File: src/rtl/pipeline_hazard_ctrl.sv
// Stall/flush sequencer for the 5-stage pipeline: drives per-buffer stall/nop pairs and PC hold,
// tracks multicycle mul/div and deferred flushes, and keeps saturating stall/flush counters.
module pipeline_hazard_ctrl #(
  parameter int CNT_W = 32
) (
  input  logic             clk,
  input  logic             rst,
  input  logic             imem_read,
  input  logic             imem_resp,
  input  logic             dmem_read,
  input  logic             dmem_write,
  input  logic             dmem_resp,
  input  logic             ex_is_load,
  input  logic [4:0]       ex_rd,
  input  logic [4:0]       id_rs1,
  input  logic [4:0]       id_rs2,
  input  logic             id_uses_rs1,
  input  logic             id_uses_rs2,
  input  logic             ex_redirect,
  input  logic             muldiv_start,
  input  logic             muldiv_done,
  output logic             pc_stall,
  output logic             if_id_stall,
  output logic             if_id_nop,
  output logic             id_ex_stall,
  output logic             id_ex_nop,
  output logic             ex_mem_stall,
  output logic             ex_mem_nop,
  output logic             mem_wb_stall,
  output logic             mem_wb_nop,
  output logic [1:0]       state_o,
  output logic [CNT_W-1:0] stall_cycles,
  output logic [CNT_W-1:0] flush_count
);

  typedef enum logic [1:0] {RUN = 2'd0, MULDIV = 2'd1, FLUSH_PEND = 2'd2} state_t;

  state_t           r_state, w_next;
  logic [CNT_W-1:0] r_stall_cycles, r_flush_count;
  logic             w_mem_busy, w_if_busy, w_gstall, w_lu, w_flush;

  assign w_mem_busy = (dmem_read | dmem_write) & ~dmem_resp;
  assign w_if_busy  = imem_read & ~imem_resp;
  assign w_gstall   = w_mem_busy | w_if_busy;
  assign w_lu       = ex_is_load && (ex_rd != 5'd0) &&
                      ((id_uses_rs1 && (id_rs1 == ex_rd)) || (id_uses_rs2 && (id_rs2 == ex_rd)));

  always_comb begin
    pc_stall     = 1'b0;
    if_id_stall  = 1'b0;
    if_id_nop    = 1'b0;
    id_ex_stall  = 1'b0;
    id_ex_nop    = 1'b0;
    ex_mem_stall = 1'b0;
    ex_mem_nop   = 1'b0;
    mem_wb_stall = 1'b0;
    mem_wb_nop   = 1'b0;
    w_flush      = 1'b0;
    w_next       = r_state;
    if (!rst) begin
      if_id_nop  = 1'b1;
      id_ex_nop  = 1'b1;
      ex_mem_nop = 1'b1;
      mem_wb_nop = 1'b1;
      w_next     = RUN;
    end else if (w_gstall) begin
      pc_stall     = 1'b1;
      if_id_stall  = 1'b1;
      id_ex_stall  = 1'b1;
      ex_mem_stall = 1'b1;
      mem_wb_stall = 1'b1;
      // Redirect arriving while frozen is parked until the pipe moves again
      if (ex_redirect) w_next = FLUSH_PEND;
    end else if (ex_redirect || (r_state == FLUSH_PEND)) begin
      if_id_nop = 1'b1;
      id_ex_nop = 1'b1;
      w_flush   = 1'b1;
      w_next    = RUN;
    end else begin
      case (r_state)
        MULDIV: begin
          if (!muldiv_done) begin
            pc_stall    = 1'b1;
            if_id_stall = 1'b1;
            id_ex_stall = 1'b1;
            ex_mem_nop  = 1'b1;
          end else begin
            w_next = RUN;
          end
        end
        default: begin
          if (muldiv_start) begin
            w_next = MULDIV;
          end else if (w_lu) begin
            pc_stall    = 1'b1;
            if_id_stall = 1'b1;
            id_ex_nop   = 1'b1;
          end
        end
      endcase
    end
  end

  always_ff @(posedge clk) begin
    if (!rst) begin
      r_state        <= RUN;
      r_stall_cycles <= '0;
      r_flush_count  <= '0;
    end else begin
      r_state <= w_next;
      if (pc_stall && (r_stall_cycles != {CNT_W{1'b1}})) r_stall_cycles <= r_stall_cycles + 1'b1;
      if (w_flush && (r_flush_count != {CNT_W{1'b1}}))   r_flush_count  <= r_flush_count + 1'b1;
    end
  end

  assign state_o      = r_state;
  assign stall_cycles = r_stall_cycles;
  assign flush_count  = r_flush_count;

endmodule

File: config.mk
export PLATFORM = sky130hd
export DESIGN_NAME = pipeline_hazard_ctrl
export DESIGN_NICKNAME = d
export VERILOG_FILES = /design/src/rtl/pipeline_hazard_ctrl.sv
export SDC_FILE = /design/constraint.sdc
export NUM_CORES = 1
export LEC_CHECK = 0
export ABC_CLOCK_PERIOD_IN_PS = 6300
export CAP_MARGIN = 15
export CORE_ASPECT_RATIO = 1.25
export CORE_MARGIN = 2
export CORE_UTILIZATION = 51
export CTS_CLUSTER_DIAMETER = 30
export DETAILED_ROUTE_END_ITERATION = 6
export HOLD_SLACK_MARGIN = 0.1
export PLACE_DENSITY = 0.85
export SYNTH_ARGS = -nofsm -noshare
export SYNTH_HDL_FRONTEND = slang
export SYNTH_SLANG_ARGS = --single-unit
File: constraint.sdc
create_clock -name clk -period 6.3 [get_ports clk]
set_input_delay 1.26 -clock clk [delete_from_list [all_inputs] [get_ports clk]]
set_output_delay 1.26 -clock clk [all_outputs]
set_load 0.1 [all_outputs]
Yosys cells after proc, flatten, opt, wreduce, memory -nomap -nowiden. Cells that the tools add are included.

Logic and storage cells: 60. Output and inout port bits: 75. Input bits: 28. Flip-flop bits (word level): 66.

Equal/unequal tests: 8. Reduce and logical (&&, ||, !) cells: 11. Bitwise operators: 6. Muxes and demuxes: 30. Add/sub/neg operators: 2.

Operator list (number): 32-bit by 1-bit adder with 32-bit output (second input constant) (2); 32-bit inequality test (second input constant) (2); 1-bit 2-to-1 mux (24); 2-bit 2-to-1 mux (6); 5-bit equality test (2); 1-bit logical AND (6); 5-bit nonzero test (1); 4-bit inequality test (second input constant) (1); 4-bit nonzero test (1); 3-bit AND reduction (1); 1-bit bitwise AND (2); 2-bit by 1-bit equality test with 1-bit output (second input constant) (1); 2-bit equality test (second input constant) (1); 1-bit logical OR (2); 2-bit inequality test (second input constant) (1); 1-bit inverter (2); 1-bit bitwise OR (2).

Logic depth before layout (Yosys ltp).
Depth after elaboration: 11. Gate-level depth with buffers: 9. Gate-level depth less buffers: 8.

Least setup slack after synthesis. Ideal clock, no wire load.

Path type: in2out. Start point: input port dmem_resp. End point: output port id_ex_nop. Buffers on the path: 0. Required time: 5.040 ns. Path slack: 0.651 ns. Data arrival time: 4.389 ns. Cell stages on the path: 3. Cell sequence: o21bai_2 > a21oi_1 > o22ai_1.

Longest elaborated chain between the ends: 5.

Ends and longest elaborated chain: from (decl) (RTL line 12) `input logic dmem_resp,`; 1-bit inverter (RTL line 42) `assign w_mem_busy = (dmem_read | dmem_write) & ~dmem_resp;`; 1-bit bitwise AND (RTL line 42); 1-bit bitwise OR (RTL line 44) `assign w_gstall = w_mem_busy | w_if_busy;`; 1-bit 2-to-1 mux (RTL line 66) `end else if (w_gstall) begin`; 1-bit 2-to-1 mux (RTL line 60) `if (!rst) begin`; to (decl) (RTL line 26) `output logic id_ex_nop,`.

No other way between the ends.

Final worst setup path.
Start point: input port dmem_write. End point: output port ex_mem_nop.

Longest elaborated chain between the ends: 5.

Ends and longest elaborated chain: from (decl) (RTL line 11) `input logic dmem_write,`; 1-bit bitwise OR (RTL line 42); 1-bit bitwise AND (RTL line 42); 1-bit bitwise OR (RTL line 44); 1-bit 2-to-1 mux (RTL line 66); 1-bit 2-to-1 mux (RTL line 60); to (decl) (RTL line 28) `output logic ex_mem_nop,`.

No other way between the ends.

==> impl_metrics.json <==
{
  "status": "finished clean",
  "gr-total-overflow": 0,
  "fin_nets": 540,
  "drive_above_1_share_pct": 8.755,
  "crit_type": "in -> out",
  "r2r_slack_ns": 3.85,
  "final_antenna_net_count": 0,
  "synthCells": 410,
  "stdcell_count": 601,
  "final.setup_skew_ns": 0.007668,
  "vias": 3358,
  "synth.area.top_cells": "dfxtp_1 (38%), xnor2_1 (6.6%), nand2_1 (5.4%)",
  "area_growth_pct": 35.82,
  "dp_hpwl_um": 6573,
  "worstMarginPinSlew_ns": 1.021,
  "cts.sinks": 66,
  "drc": 0,
  "start_util_pct": 52.94,
  "post_cts_buffers": 0,
  "synth_nets": 440,
  "setup_viol": 0,
  "clock_latency_ns": 0.35,
  "cts_buffer_depth": 2,
  "ys_top_cells_by_count": "dfxtp_1 (66), nand2_1 (50), nor2_1 (44)",
  "hold_end": "flush_count[24]",
  "viasPerCell": 5.587,
  "grt.total_usage_pct": 24.63,
  "drt_pass1_iterations": 4,
  "slew_headroom_pct": 31.73,
  "holdCritStartpoint": "flush_count[24]",
  "htreeDepth": 3,
  "finalPower_w": 0.0009166,
  "hold_class": "reg -> reg",
  "grt_pass1_vias": 3290,
  "row_count": 33,
  "numCtsBuffers": 9,
  "yosysTopAreaCell": "dfxtp_1",
  "io_buffer_count": 102,
  "final.period_utilization_pct": 73.81,
  "gp_congestion": 0.8508,
  "place_inst": 586,
  "grt_pass1_wl_um": 14800,
  "rsz0062_at_grt": "no",
  "die_h_um": 96.30,
  "ir_worst_vdd_uv": 137.2,
  "finalSetupTns_ns": 0,
  "arrival_ns": 3.39,
  "routed_wirelength_um": 9062,
  "first_iter_violations": 134,
  "die_x_um": 77.84,
  "synth_area_mm2": 0.003476,
  "wl_per_cell_um": 15.08,
  "cts-resized-gates": 0,
  "yosys_warnings": 0,
  "antenna_found_initial": 0,
  "synth_edf_count": 0,
  "pin_count": 103,
  "report.final.slew_viol_count": 0,
  "synth_top_area_share_pct": 38.01,
  "synthFlopType": "dfxtp_1",
  "fmax_ghz": 0.2151,
  "hold_viol_final": 0,
  "r2r-end": "flush_count[12]",
  "min_period_ns": 4.650,
  "powerDensity_mw_per_mm2": 194.2,
  "ys_seq_elements": 66,
  "holdPathStages": 1,
  "ys_types": 52,
  "antennaDiodeCount": 0,
  "seq_area_frac_synth_pct": 38.01,
  "synth_most_common_cell": "dfxtp_1",
  "r2r_start": "flush_count[3]",
  "grt_start_max_net_pins": 45,
  "tritoncts": "yes",
  "cp-end-kind": "output pin",
  "core-area_mm2": 0.006565,
  "cap_violations": 0,
  "cts_root_buffer": "clkbuf_8",
  "syn_area_per_cell_um2": 8.478,
  "critPathRequiredTime_ns": 5.04,
  "p_leak_nw": 1.588,
  "critPathMaxFanout": 5,
  "r2r_cells": 7,
  "synthArstFlopShare_pct": 0,
  "cts_hold_buffers": 0,
  "die-area_mm2": 0.007496,
  "cts.reportedPaths.clkPinSlew_ns": 0.07,
  "startpoint_type": "input port"
}
[layout by cell type, fill, tap and decap left out, types with 2 or more instances in the layout]
| cell type | n |
|---|---|
| or3_1 | 11 |
| o22ai_1 | 2 |
| nand2b_1 | 6 |
| nand4_1 | 17 |
| nor2_1 | 44 |
| o21ai_0 | 8 |
| or4_1 | 8 |
| buf_4 | 10 |
| o21ai_1 | 6 |
| xor2_1 | 13 |
| nand3_1 | 24 |
| a21oi_1 | 21 |
| dfxtp_1 | 66 |
| mux2i_1 | 12 |
| nor4_1 | 3 |
| inv_1 | 5 |
| or2_2 | 2 |
| clkdlybuf4s50_1 | 94 |
| and4_1 | 7 |
| xnor2_1 | 26 |
| clkbuf_8 | 12 |
| nand4_4 | 2 |
| nor2b_1 | 3 |
| nor3_1 | 9 |
| nor4_2 | 3 |
| o31ai_1 | 9 |
| and2_1 | 8 |
| and3_1 | 8 |
| nand2_1 | 50 |
| ha_1 | 2 |
[stage by stage]
step | hold WS (ns) | setup slack [ns] | utilization (%) | area [µm²]
global route | 0.5040 | 1.550 | 71.91 | 4721
global placement | 0.4577 | 1.704 | 68.80 | 4517
CTS | 0.4874 | 1.648 | 71.91 | 4721
detailed placement | 0.4778 | 1.654 | 68.80 | 4517
floorplan | 0.9044 | 0.6513 | - | 3476
finish | 0.4847 | 1.650 | 71.91 | 4721
[worst max-delay path, cell delays in order]
cell and delay [ns]:
clkdlybuf4s50_1 0.44, o21bai_2 0.28, nand2_1 0.08, o21ai_0 0.17, clkdlybuf4s50_1 1.16
[cell families after synthesis]
logic type | count (synthesis) | synth area share [%]
and+or+nand+nor | 214 | 34.56
DFF | 66 | 38.01
AOI/OAI and AO/OA | 55 | 10.26
xor gates and xnor gates | 39 | 9.827
buffers and inverters | 22 | 3.168
muxes | 12 | 3.456
adders and majority gates | 2 | 0.7198
[routing by layer]
metal | wire [µm] | share of wire, % | track usage [%]
met5 | 0 | 0 | 0
met1 | 3647 | 40 | 26.75
met4 | 265 | 2.9 | 12.05
met3 | 466 | 5.1 | 7.036
met2 | 4683 | 52 | 44.04
[sequential cells by signal (all words and copies together) (netlist names)]
signal and flops:
flush_count 32, stall_cycles 32, state_o 2
[worst max-delay path by stage]
stage	startpoint	slack, ns	endpoint	cells after the start
floorplan	dmem_resp	0.65	id_ex_nop	3
global placement	dmem_write	1.70	ex_mem_nop	5
detailed placement	dmem_write	1.65	ex_mem_nop	5
CTS	dmem_write	1.65	ex_mem_nop	5
global route	dmem_write	1.55	ex_mem_nop	5
finish	dmem_write	1.65	ex_mem_nop	5
[report_power, final]
part	switching [W]	internal (W)	total (W)
clock	0.000158	0.000213	0.000371
combinational	0.0000845	0.0000384	0.000123
sequential	0.00000339	0.000420	0.000423
[cell type report]
type	instances	area, µm²
Clock buffer	13	168.9
Timing Repair Buffer	104	1016
Fill cell	518	1844
Sequential cell	66	1321
Tap cell	87	108.9
Inverter	7	26.28
Clock inverter	2	35.03
Multi-Input combinational cell	322	2044
Power figures use the tool's default switching activity.
